[src/rtl/sync_debounce.sv]
`default_nettype none
// ============================================================================
// Module   : sync_debounce
// Function : Multi-channel flop synchroniser + stability filter with edge pulses
// Revision : 1.0
// ============================================================================
module sync_debounce #(
    parameter int                    DATA_WIDTH  = 1,
    parameter int                    SYNC_STAGES = 2,
    parameter int                    FILTER_LEN  = 4,
    parameter logic [DATA_WIDTH-1:0] RESET_VALUE = '0
) (
    input  logic                  clk_i,
    input  logic                  arstn_i,
    input  logic [DATA_WIDTH-1:0] data_i,
    output logic [DATA_WIDTH-1:0] data_o,
    output logic [DATA_WIDTH-1:0] rise_o,
    output logic [DATA_WIDTH-1:0] fall_o,
    output logic                  change_o
);

    // A one-cycle filter still needs a 1-bit counter to stay legal.
    localparam int                 c_cnt_w   = (FILTER_LEN > 1) ? $clog2(FILTER_LEN) : 1;
    localparam logic [c_cnt_w-1:0] c_cnt_max = c_cnt_w'(FILTER_LEN - 1);

    generate
        if (SYNC_STAGES < 2) begin : g_chk_sync
            $error("sync_debounce: SYNC_STAGES must be >= 2");
        end
        if (FILTER_LEN < 1) begin : g_chk_filt
            $error("sync_debounce: FILTER_LEN must be >= 1");
        end
        if (DATA_WIDTH < 1) begin : g_chk_width
            $error("sync_debounce: DATA_WIDTH must be >= 1");
        end
    endgenerate

    logic [DATA_WIDTH-1:0] r_sync [SYNC_STAGES];
    logic [c_cnt_w-1:0]    r_cnt  [DATA_WIDTH];
    logic [DATA_WIDTH-1:0] r_data;
    logic [DATA_WIDTH-1:0] r_rise;
    logic [DATA_WIDTH-1:0] r_fall;
    logic                  r_change;

    logic [DATA_WIDTH-1:0] w_sync_q;
    logic [DATA_WIDTH-1:0] w_differ;
    logic [DATA_WIDTH-1:0] w_update;

    assign w_sync_q = r_sync[SYNC_STAGES-1];

    // Pure flop chain: nothing may sit between stages.
    always_ff @(posedge clk_i or negedge arstn_i) begin
        if (!arstn_i) begin
            for (int k = 0; k < SYNC_STAGES; k++) begin
                r_sync[k] <= RESET_VALUE;
            end
        end else begin
            r_sync[0] <= data_i;
            for (int k = 1; k < SYNC_STAGES; k++) begin
                r_sync[k] <= r_sync[k-1];
            end
        end
    end

    always_comb begin
        w_differ = w_sync_q ^ r_data;
        w_update = '0;
        for (int i = 0; i < DATA_WIDTH; i++) begin
            w_update[i] = w_differ[i] && (r_cnt[i] == c_cnt_max);
        end
    end

    always_ff @(posedge clk_i or negedge arstn_i) begin
        if (!arstn_i) begin
            for (int i = 0; i < DATA_WIDTH; i++) begin
                r_cnt[i] <= '0;
            end
            r_data   <= RESET_VALUE;
            r_rise   <= '0;
            r_fall   <= '0;
            r_change <= 1'b0;
        end else begin
            // Any agreement clears the count, so a bounce restarts filtering.
            for (int i = 0; i < DATA_WIDTH; i++) begin
                if (!w_differ[i] || w_update[i]) begin
                    r_cnt[i] <= '0;
                end else begin
                    r_cnt[i] <= r_cnt[i] + c_cnt_w'(1);
                end
            end
            r_data   <= (r_data & ~w_update) | (w_sync_q & w_update);
            r_rise   <= w_update & w_sync_q;
            r_fall   <= w_update & ~w_sync_q;
            r_change <= |(r_rise | r_fall);
        end
    end

    assign data_o   = r_data;
    assign rise_o   = r_rise;
    assign fall_o   = r_fall;
    assign change_o = r_change;

endmodule
`default_nettype wire

[config.mk]
export PLATFORM = sky130hd
export DESIGN_NAME = sync_debounce
export DESIGN_NICKNAME = d
export VERILOG_FILES = /design/src/rtl/sync_debounce.sv
export SDC_FILE = /design/constraint.sdc
export NUM_CORES = 1
export LEC_CHECK = 0
export BUFFER_PORTS_ARGS = -buffer_cell sky130_fd_sc_hd__buf_4
export CAP_MARGIN = 0
export CORE_AREA = 2 2 39 41
export DETAILED_ROUTE_END_ITERATION = 8
export DIE_AREA = 0 0 41 43
export PLACE_DENSITY = 0.48
export SYNTH_ARGS = -nofsm -noshare
export SYNTH_HDL_FRONTEND = slang
export SYNTH_SLANG_ARGS = --single-unit
[constraint.sdc]
create_clock -name clk_i -period 1.25 [get_ports clk_i]
set_input_delay 0.25 -clock clk_i [delete_from_list [all_inputs] [get_ports clk_i]]
set_output_delay 0.25 -clock clk_i [all_outputs]
set_load 0.005 [all_outputs]
==> implementation parameters <==
Parameter                              Value

Worst setup path
  Startpoint type of the worst setup path ... flop
  CP arrival ... around 1.2 ns
  Buffers and inverters on the worst path ... 0
  CP max stage cell ... sky130_fd_sc_hd__mux2_2
  Depth of the critical timing path with buffers and inverters included ... 2
  Critical path peak fanout ... 5
  R2R setup slack ... 0.17 ns
  CP top delay family ... multiplexers
  Kind of end point of the critical path ... flop
  Slowest stage delay, CP ... approximately 0.36 ns
  Reg2reg start ... r_cnt[0]
  Critical path cell sequence ... ha_1 -> mux2_2
  FF-to-FF path depth ... 2
  Critical path required time ... 1.39 ns
  Worst setup path category ... reg -> reg

Power and ir drop
  Power after layout ... 0.0007013 W
  Sequential fraction of design power ... 0.500
  Total leakage power ... around 0.19 nW
  Pwr Density ... 1887 nW/um2
  Comb power frac ... 0.223
  Fraction of power consumed by the clock network ... 0.277
  Internal power consumption ... between 0.0005 and 0.0006 W
  NetSw ... about 0.00018 W
  Switching part of the total ... 0.2572
  VDD IR max ... 0.6043 mV

Final layout
  Number of nets in the layout ... 33
  Area growth, synth to finish ... 35.62%
  Fill cell total of the finished layout ... 146
  Diode count ... 0
  Ratio of cells with drive above 1 in the final layout ... 0.4815

Routing
  Drt first pass iters ... 2
  Count of routing violations after the opening detailed-route iteration ... 1
  DR vias/cell ... just under 4
  Number of nets with antenna violations after detailed routing ... 0
  Total via count after detailed routing ... 169
  Remaining design rule violation count ... 0
  Final routed wirelength across all metal layers ... about 400 um
  Average routed wire per standard cell ... 9.372 um

STA
  Number of setup violations in the final report ... 0
  Final Max Slew Viols ... 0
  Worst slew pin tran ... 0.2564 ns
  Final worst setup slack ... approximately 0.17 ns
  Setup clock skew after layout ... 0.001003 ns
  Relative slew slack ... 0.8279
  Shortest clock period the worst path allows after layout ... about 1.1 ns
  Fmax ... between 900 and 1000 MHz
  Period Utilization, post-route ... 0.8644
  Accumulated negative setup slack ... 0 ns
  RSZ-0062 raised after global routing ... no
  Final count of hold timing violations ... 0

Global route
  Tot GR Track Use ... 0.06187
  Gr ovfl total ... 0
  Antenna violations before repair ... 0
  Global-route wire length before repair ... ~630 um
  Number of global-route vias before repair ... 160
  Largest net degree at the start of global routing ... 9

Die
  Die Y-Extent ... 43 um
  Number of top-level design ports ... 7
  Site row count ... 14
  Core ar. ... 1384 um2
  Effective utilization at floorplan ... 0.1980
  Die X ... approximately 41 um
  Area of the die ... 1763 um2

Yosys
  FF+latch count, synth ... 8
  Warnings, synthesis ... 0
  Count of unique library cells instantiated by Yosys ... 10
  Library cell with the largest summed area after synthesis ... sky130_fd_sc_hd__dfrtp_1
  Post-synthesis sequential area ratio ... 0.7306
  Cells after Synth ... 17
  Top post-synthesis cells by area ... sky130_fd_sc_hd__dfrtp_1 73%, sky130_fd_sc_hd__ha_1 4.6%, sky130_fd_sc_hd__nor3b_2 4.6%, sky130_fd_sc_hd__mux2_2 4.1%, sky130_fd_sc_hd__and3b_2 3.7%
  Avg Cell Area, Syn ... 16.12 um2
  Post-synth top area share ... 0.7306
  Synthesized Nets ... 21
  Post-Syn Area ... between 200 and 300 um2

Clocking
  Worst-path clk slew ... roughly 0.05 ns
  Number of gates resized after cts ... 0
  CTS tree ... built
  Number of buffers created by CTS ... 3
  Insertion delay of the later-clocked pin in the worst-skew pair ... 0.25 ns
  H-tree depth ... 1
  CTS Root Cell ... sky130_fd_sc_hd__clkbuf_4
  TritonCTS sink count ... 8
  Maximum count of clock buffers along a single path ... 2
  Post-CTS setup buffer count ... 0
  CTS Hold Bufs ... 1

Hold path
  Min-Delay Path Class ... in -> reg
  Hold-critical path endpoint ... r_sync[1]
  Startpoint of the most critical hold path ... data_i
  Number of cells on the worst hold path ... 1

Job
  Number of max-capacitance violations reported ... 0

Status
  Result of the run ... finished, final reports clean

Placed design
  Post-Place Worst Slack ... between 0.15 and 0.2 ns
  Buffers added on ports ... 6
  Gp weighted congestion ... 0.6672
-- synthesized netlist by cell type --
library cell / number
sky130_fd_sc_hd__nor2_1: 1
sky130_fd_sc_hd__mux2_2: 1
sky130_fd_sc_hd__and3b_2: 1
sky130_fd_sc_hd__dfrtp_1: 8
sky130_fd_sc_hd__or2_2: 1
sky130_fd_sc_hd__xnor2_1: 1
sky130_fd_sc_hd__nand2_1: 1
sky130_fd_sc_hd__ha_1: 1
sky130_fd_sc_hd__nor3_1: 1
sky130_fd_sc_hd__nor3b_2: 1
-- power groups by stage --
stage	Clock [W]	Sequential [W]	Combinational (W)
floorplan	0	0.000350	0.0000934
global placement	0	0.000353	0.000149
detailed placement	0	0.000355	0.000159
CTS	0.000203	0.000351	0.000160
global route	0.000218	0.000358	0.000175
finish	0.000194	0.000351	0.000157
-- logic make-up (layout without fill, tap and decap cells) --
logic type	after synthesis	count (layout)	share of synthesized area
flops	8	8	0.7306
simple gates	6	6	0.1506
fa+ha+maj	1	1	0.04565
xor+xnor	1	1	0.03197
mux	1	1	0.04109
buf+inv	0	10	0
-- stage by stage --
step                      hold WS, ns  cell area (um2)  instances    util
after detailed placement      0.07118            339.1         39  0.2450
after global placement        0.07140            339.1         39  0.2450
after CTS                      0.1004            371.6         43  0.2685
final                          0.1042            371.6         43  0.2685
after global routing          0.09613            371.6         43  0.2685
after floorplan              -0.04559            274.0         17       -
-- cells in the final DEF, fill, tap and decap left out --
master                          count
sky130_fd_sc_hd__and3b_2            1
sky130_fd_sc_hd__nand2_1            1
sky130_fd_sc_hd__buf_4              6
sky130_fd_sc_hd__nor2_1             1
sky130_fd_sc_hd__or2_2              1
sky130_fd_sc_hd__clkbuf_4           3
sky130_fd_sc_hd__dlygate4sd3_1      1
sky130_fd_sc_hd__mux2_2             1
sky130_fd_sc_hd__xnor2_1            1
sky130_fd_sc_hd__nor3_1             1
sky130_fd_sc_hd__dfrtp_1            8
sky130_fd_sc_hd__ha_1               1
sky130_fd_sc_hd__nor3b_2            1
-- routing by layer --
metal	wire, um	track usage	up-vias
li1	-	-	78
met1	183	0.06977	78
met2	146	0.06875	10
met3	53	0.04712	3
met4	19	0.06000	0
met5	0	0	-
-- area by class of cell --
cell class | count | area, um2 | area share
clock buffer | 3 | 22.52 | 0.06061
multi-input combinational | 9 | 73.82 | 0.1987
sequential | 8 | 200.2 | 0.5387
tap | 16 | 20.02 | 0.05387
timing repair buffer | 7 | 55.05 | 0.1481
-- worst max path at each step --
| stage | from | endpoint | slack [ns] |
|---|---|---|---|
| 2_1_floorplan | r_cnt[0] | flop | 0.24 |
| 3_3_place_gp | r_cnt[0] | flop | 0.21 |
| 3_5_place_dp | r_cnt[0] | flop | 0.18 |
| 4_1_cts | flop | data_o | 0.16 |
| 5_1_grt | flop | data_o | 0.13 |
| 6_report | r_cnt[0] | flop | 0.17 |
(Power assumes the default switching activity.)
